`src/rtl/run_ctrl.sv`:
```
// run_ctrl: CPU reset/run sequencer with cycle budget, halt drain window and end-cause status.
// Optional RUN_CTRL_DEBUG_EN: simulation-only report of the end cause, then $finish.
module run_ctrl #(
  parameter int RST_CYCLES   = 4,
  parameter int DRAIN_CYCLES = 2,
  parameter int CNT_W        = 32,
  parameter int NUM_HALT     = 2
) (
  input  logic                clk,
  input  logic                rst,
  input  logic                start,
  input  logic                abort,
  input  logic [CNT_W-1:0]    timeout_lim,
  input  logic [NUM_HALT-1:0] halt_req,
  output logic                cpu_rst,
  output logic                running,
  output logic                done,
  output logic                timed_out,
  output logic [NUM_HALT-1:0] halt_src,
  output logic [CNT_W-1:0]    cycle_cnt
);
  localparam int SMAX = RST_CYCLES > DRAIN_CYCLES ? RST_CYCLES : DRAIN_CYCLES;
  localparam int SW = SMAX > 1 ? $clog2(SMAX) : 1;
  localparam logic [SW-1:0] RST_LAST = SW'(RST_CYCLES - 1);
  localparam logic [SW-1:0] DRAIN_LAST = SW'(DRAIN_CYCLES > 0 ? DRAIN_CYCLES - 1 : 0);

  typedef enum logic [2:0] {IDLE, RESET, RUN, DRAIN, DONE} state_t;
  state_t state, nxt;
  logic [SW-1:0] sub;
  logic [CNT_W-1:0] lim, cnt_inc;
  logic halt, hit, go;

  assign halt = |halt_req;
  assign cnt_inc = cycle_cnt + 1'b1;
  assign hit = lim != '0 && cnt_inc == lim;
  assign go = start && (state == IDLE || state == DONE);

  always_ff @(posedge clk or negedge rst)
    if (!rst) state <= IDLE;
    else state <= nxt;

  always_comb begin
    nxt = state;
    if (abort) nxt = IDLE;
    else
      case (state)
        IDLE, DONE: nxt = start ? RESET : state;
        RESET:      nxt = sub == RST_LAST ? RUN : RESET;
        RUN:        nxt = halt ? (DRAIN_CYCLES == 0 ? DONE : DRAIN) : hit ? DONE : RUN;
        DRAIN:      nxt = sub == DRAIN_LAST ? DONE : DRAIN;
        default:    nxt = IDLE;
      endcase
  end

  always_comb begin
    cpu_rst = state == IDLE || state == RESET || state == DONE;
    running = state == RUN || state == DRAIN;
    done = state == DONE;
  end

  // Halt takes priority over timeout and freezes the count on the halting edge.
  always_ff @(posedge clk or negedge rst)
    if (!rst) begin
      sub <= '0;
      lim <= '0;
      timed_out <= 1'b0;
      halt_src <= '0;
      cycle_cnt <= '0;
    end else if (abort || go) begin
      sub <= '0;
      lim <= abort ? '0 : timeout_lim;
      timed_out <= 1'b0;
      halt_src <= '0;
      cycle_cnt <= '0;
    end else begin
      sub <= (nxt == state && (state == RESET || state == DRAIN)) ? sub + 1'b1 : '0;
      if (state == RUN) begin
        if (halt) halt_src <= halt_req;
        else begin
          cycle_cnt <= &cycle_cnt ? cycle_cnt : cnt_inc;
          timed_out <= hit;
        end
      end
    end

`ifdef RUN_CTRL_DEBUG_EN
  logic dbg_prev, dbg_fin;
  always @(posedge clk) begin
    if (dbg_fin) $finish;
    if (done && !dbg_prev)
      $display("run_ctrl: cycle_cnt=%0d timed_out=%0b halt_src=%b", cycle_cnt, timed_out, halt_src);
    dbg_fin <= done && !dbg_prev;
    dbg_prev <= done;
  end
`endif
endmodule
```
`config.mk`:
```
export PLATFORM = sky130hd
export DESIGN_NAME = run_ctrl
export DESIGN_NICKNAME = d
export VERILOG_FILES = /design/src/rtl/run_ctrl.sv
export SDC_FILE = /design/constraint.sdc
export NUM_CORES = 1
export LEC_CHECK = 0
export ABC_AREA = 1
export BUFFER_PORTS_ARGS = -buffer_cell sky130_fd_sc_hd__buf_4
export CAP_MARGIN = 20
export CORE_MARGIN = 2
export CORE_UTILIZATION = 52
export CTS_CLUSTER_SIZE = 16
export DETAILED_ROUTE_END_ITERATION = 16
export GPL_TIMING_DRIVEN = 0
export PLACE_DENSITY = 0.77
export REMOVE_ABC_BUFFERS = 1
export SYNTH_ARGS = -nofsm -noshare
export SYNTH_HDL_FRONTEND = slang
export SYNTH_SLANG_ARGS = --single-unit
```
`constraint.sdc`:
```
create_clock -name clk -period 2.05 [get_ports clk]
set_clock_uncertainty 0.15 [all_clocks]
set_input_delay 0.41 -clock clk [delete_from_list [all_inputs] [get_ports clk]]
set_output_delay 0.41 -clock clk [all_outputs]
set_load 0.02 [all_outputs]
```
==> qor.yml, run 1 <==
outcome: "finished with violations"
violations: "negative setup slack"
period_needed_ns: 2.42
die_h_um: 98.3
postSynthAreaPerCell_sq_um: 6.81
synth_seq_area_share_pct: 38.9
drt.antenna.violating_nets: 0
hold_buffers: 0
max-vdd-ir-drop_mv: 0.340
worstSetupPathType: "reg2reg"
crit_required_ns: 2.19
grt_usage_pct: 34.4
dp_hpwl_um: 10100
synth_cell_types: 27
r2r-start: "cycle_cnt[1]"
grt_pass1_wl_um: 26300
core_area_sq_um: 8680
slew-limit-headroom_pct: 37.2
dp_slack_ns: -1.45
initial_utilization_pct: 53.3
rows: 34
layout_setup_ws_ns: -0.371
die-area_sq_um: 9670
die_w_um: 98.3
slew_viol_final: 0
drcViolationCount: 0
io_buffers: 75
cts_tree: "built"
ys_ff_latch: 72
io_pins: 76
clk-insertion-delay-late_ns: 0.36
root_buffer: "clkbuf_8"
clk_pin_slew_ns: 0.08
drtPass1Iterations: 5
arrival_ns: 2.56
fmax_mhz: 413
routed_wl_um: 16500
post-route-period-util_pct: 118
synthesis.area_sq_um: 4630
grt_pass1_vias: 5271
clock_path_buffers: 2
startpoint: "cycle_cnt[1]"
place.gp.congestion: 0.908
detail_route.iter0.violations: 339
netlist_instances: 679
cp_max_fo: 4
rsz0062_at_grt: "yes"
p_leak_nw: 3.19
synthToLayoutAreaGrowth_pct: 43.8
ff_latch_area_sq_um: 1820
grt_max_degree: 73
numCtsBuffers: 9
finalHoldWorstSlack_ns: 0.0415
p_per_area_nw_per_um2: 522
nFillCells: 649
vias: 5272
avgViaCountPerCell: 5.69
setup_violations: 35
cp-end-kind: "flop"
cts_sinks: 72
start_kind: "flop"
synth_warnings: 0
final_layout_size_suffix_gt1_share_pct: 34.7
hold_viol_final: 0
hold_path.class: "in2async"
worst_slew_pin_slew_ns: 0.942
antenna_found_initial: 0
overflow: 0
final_cell_mix: "nand2_1 (182), buf_4 (118), inv_1 (92), nand3_1 (82), dfrtp_1 (59)"
final_common_cell: "nand2_1"
wl_per_cell_um: 17.8
final_nets: 855
diodes: 0
finalSetupTns_ns: -11.33
maxCapViolations: 0
multi_input_area_sq_um: 2840
cts-htree-levels: 3
stage by stage:
step	util, %	instances	power (W)	area, sq um
5_1_grt	76.7	927	0.00357	6650
3_5_place_dp	61.4	849	0.00190	5330
2_1_floorplan	-	663	0.00171	4570
4_1_cts	73.9	914	0.00343	6410
6_report	76.7	927	0.00347	6650
3_3_place_gp	60.7	846	0.00188	5270
power by group:
part | leakage [nW] | switching [W] | internal, W
logic | 2.10 | 0.000302 | 0.000198
registers | 0.966 | 0.0000299 | 0.00146
clock network | 0.126 | 0.000605 | 0.000874
total | 3.19 | 0.000937 | 0.00253
per-layer routing:
metal  track usage [%]  part of all wire, %
met4              14.6                  3.5
met5                 0                    0
met3              5.58                  8.0
met1              46.0                   41
met2              55.6                   48
Yosys cell counts (all sizes together):
master | n | area (sq um)
nand4 | 4 | 25.0
mux2i | 1 | 10.0
clkbuf | 16 | 60.1
a21oi | 4 | 20.0
xor2 | 6 | 52.6
a31oi | 1 | 6.26
nor2 | 85 | 419
nand3b | 1 | 7.51
o22ai | 27 | 169
nand2 | 217 | 860
ha | 3 | 37.5
inv | 97 | 364
a32o | 1 | 10.0
xnor3 | 3 | 67.6
and2 | 2 | 12.5
dfrtp | 72 | 1800
o21ai | 42 | 210
nand3 | 93 | 470
nor3 | 3 | 15.0
a2111oi | 1 | 8.76
final timing paths:
kind | slack, ns | depth (start not counted) | to
max | -0.37 | 12 | state[2]
min | 0.04 | 1 | lim[12]
max reg2reg | -0.37 | 12 | state[2]
min reg2reg | 0.33 | 1 | sub[0]
max in group asynchronous | 1.04 | 1 | cycle_cnt[3]
min in group clk | 0.11 | 2 | state[2]
cell families (layout without fill, tap and decap cells):
family	after synthesis	after routing	synth area share, %
and+or+nand+nor	405	405	39.1
buffers and inverters	113	253	9.17
AOI/OAI and AO/OA	76	76	9.17
DFF	72	72	38.9
xor gates and xnor gates	9	9	2.60
adders and majority gates	3	3	0.811
muxes	1	1	0.216
sequential cells by signal, indices dropped and copies added (netlist names):
register,count
halt_src,2
lim,32
timed_out,1
state,3
sub,2
cycle_cnt,32
worst max-delay path, stage by stage, from the launching register on:
cell	delay (ns)
dfrtp_1	0.43
ha_4	0.20
nand2_4	0.07
nor2_4	0.18
nand2_4	0.09
nor2_4	0.19
buf_6	0.13
nand2_2	0.06
xnor3_1	0.25
nand3_2	0.12
nor2_4	0.16
nand4_1	0.16
a21oi_2	0.16
area by class of cell:
type                       count  area share (%)
inverter                      97            5.57
timing repair inverter         1           0.113
clock buffer                  11            2.28
multi-input combinational    494            42.7
timing repair buffer         139            18.5
tap                          108            2.03
sequential                    72            27.3
clock inverter                 5            1.54
repair_timing:
item,CTS,global route
resized for setup,88,53
gates cloned,5,0
buffers inserted,45,14
pin swaps,20,29
endpoints found under the setup margin,71,40
No activity file was read; power rests on OpenSTA's default activity.
==> run 2, diff against run 1 <==
--- a/config.mk
+++ b/config.mk
@@ -9,12 +9,14 @@
 export BUFFER_PORTS_ARGS = -buffer_cell sky130_fd_sc_hd__buf_4
 export CAP_MARGIN = 20
 export CORE_MARGIN = 2
-export CORE_UTILIZATION = 52
+export CORE_UTILIZATION = 53
+export CTS_BUF_LIST = sky130_fd_sc_hd__clkbuf_8
 export CTS_CLUSTER_SIZE = 16
 export DETAILED_ROUTE_END_ITERATION = 16
 export GPL_TIMING_DRIVEN = 0
-export PLACE_DENSITY = 0.77
+export PLACE_DENSITY = 0.79
 export REMOVE_ABC_BUFFERS = 1
+export SKIP_LAST_GASP = 1
 export SYNTH_ARGS = -nofsm -noshare
 export SYNTH_HDL_FRONTEND = slang
 export SYNTH_SLANG_ARGS = --single-unit
==> run 2 against run 1 <==
The run still ends with negative setup slack left. Utilization up 2.4 points. Worst setup slack got worse by 0.11 ns. First-iteration DRC count increased by 48%. Die area shrank 1.8%. Flip-flop and latch count unchanged. Global-route usage is 0.43 points higher. Combinational power rose by 7.8%. Hold slack gained 0.0059 ns. Routed wire length up 5.7%. Critical path depth up 3. Clock-buffer cell count is the same. Register-to-register slack got worse by 0.11 ns.
==> qor.yml, run 2 (synthesis results as in run 1) <==
vias: 5480
grt_pass1_wl_um: 26100
p_leak_nw: 3.24
die_w_um: 97.4
grt_pass1_vias: 5247
final_cell_mix: "nand2_1 (171), buf_4 (123), inv_1 (91), nand3_1 (82), dfrtp_1 (53)"
maxCapViolations: 0
switching_share_pct: 27.0
rsz0062_at_grt: "yes"
period_needed_ns: 2.53
io_pins: 76
fin_cells: 931
dp_hpwl_um: 10000
setup_violations: 35
outcome: "finished with violations"
dp_cells: 850
routed_wl_um: 17400
p_int_w: 0.00255
cts_tree: "built"
max-vdd-ir-drop_mv: 0.363
hold_path.class: "in2async"
diodes: 0
overflow: 0
cts_sinks: 72
pwr-share-clk_pct: 41.9
drcViolationCount: 0
root_buffer: "clkbuf_8"
fin_util_pct: 79.1
clk_pin_slew_ns: 0.09
worstSetupPathType: "reg2reg"
wl_per_cell_um: 18.7
grt_max_degree: 73
top_usage_layer: "met2"
io_buffers: 75
violations: "negative setup slack"
pwr-share-seq_pct: 42.7
worst_slew_pin_slew_ns: 0.958
r2r_cells: 15
nFillCells: 577
met1_usage_pct: 45.4
drtPass1Iterations: 5
cts-htree-levels: 3
rows: 34
slew-limit-headroom_pct: 36.2
post-route-period-util_pct: 123
core_area_sq_um: 8590
antenna_found_initial: 0
initial_utilization_pct: 53.8
numCtsBuffers: 9
fmax_mhz: 396
avgViaCountPerCell: 5.89
die_h_um: 97.4
finalSetupTns_ns: -12.10
grt_usage_pct: 34.8
detail_route.iter0.violations: 503
place.gp.congestion: 0.916
final_nets: 859
power_frac_comb_pct: 15.4
start_kind: "flop"
layout_setup_ws_ns: -0.476
largest_registers: "cycle_cnt: 32 flops, lim: 32 flops, state: 3 flops"
hold_buffers: 0
r2r-start: "cycle_cnt[0]"
final_layout_size_suffix_gt1_share_pct: 37.3
arrival_ns: 2.66
p_sw_w: 0.000942
crit_required_ns: 2.19
clk-insertion-delay-late_ns: 0.36
startpoint: "cycle_cnt[0]"
use_met2_pct: 56.1
cp-end-kind: "flop"
drt.antenna.violating_nets: 0
finalHoldWorstSlack_ns: 0.0475
use_met3_pct: 6.62
slew_viol_final: 0
p_per_area_nw_per_um2: 514
synthToLayoutAreaGrowth_pct: 46.8
final_common_cell: "nand2_1"
ff2ff_setup_slack_ns: -0.48
clock_path_buffers: 2
reg2reg_to: "state[2]"
cp_max_fo: 5
die-area_sq_um: 9490
hold_viol_final: 0
run 2: cell count changes in the layout (fill, tap and decap cells not counted), sizes merged:
cell  previous run  this run
buf            139       143
run 2: metrics by stage:
stage	worst slack (ns)	area [sq um]	total power [W]
floorplan	-0.941	4570	0.00171
global placement	-2.61	5270	0.00188
detailed placement	-1.09	5350	0.00191
CTS	-0.192	6350	0.00344
global route	-0.532	6790	0.00361
finish	-0.476	6790	0.00350
run 2: layout make-up:
cell class | instances | area [sq um] | area share, %
clock buffers | 11 | 151 | 2.23
repair buffers | 143 | 1280 | 18.8
well taps | 108 | 135 | 1.99
flip-flops and latches | 72 | 1830 | 26.9
multi-input cells | 494 | 2920 | 43.0
clock inverters | 5 | 103 | 1.51
repair inverters | 1 | 7.51 | 0.110
inverters | 97 | 370 | 5.45
run 2: timing repair:
item,in CTS,in global routing
endpoints found under the setup margin,71,38
gates resized for setup,70,100
cloned,6,1
setup buffers,45,17
pin swaps,23,28
run 2: critical path: stages, from the launching register on:
cell and delay [ns]:
dfrtp_2 0.41, buf_6 0.12, nand3_4 0.12, inv_4 0.12
nand2_2 0.07, nor2_4 0.29, nand2_2 0.08, nand2_2 0.10
nand2_2 0.08, nand2_2 0.08, nand2_2 0.07, nor2_1 0.09
nand2_1 0.10, nor2_4 0.17, nand4_1 0.21, a21oi_1 0.19
run 2: worst max-delay path by stage:
stage | slack [ns] | cells past startpoint | endpoint
final | -0.48 | 15 | state[2]
after global routing | -0.53 | 15 | state[2]
after CTS | -0.19 | 15 | state[2]
after detailed placement | -1.09 | 9 | cycle_cnt[10]
after global placement | -2.61 | 6 | cycle_cnt[20]
after floorplan | -0.94 | 6 | cycle_cnt[0]
run 2: power by group through the flow:
stage / clock network, W / registers, W / logic [W]
detailed placement: 0 / 0.00152 / 0.000387
CTS: 0.00147 / 0.00149 / 0.000481
global placement: 0 / 0.00152 / 0.000359
global route: 0.00153 / 0.00150 / 0.000579
finish: 0.00146 / 0.00149 / 0.000539
floorplan: 0 / 0.00151 / 0.000202
run 2: per-layer routing:
layer	routed length, um	share of wire (%)
met1	6490	37
met5	0	0
met4	902	5.2
met2	8270	48
met3	1740	10
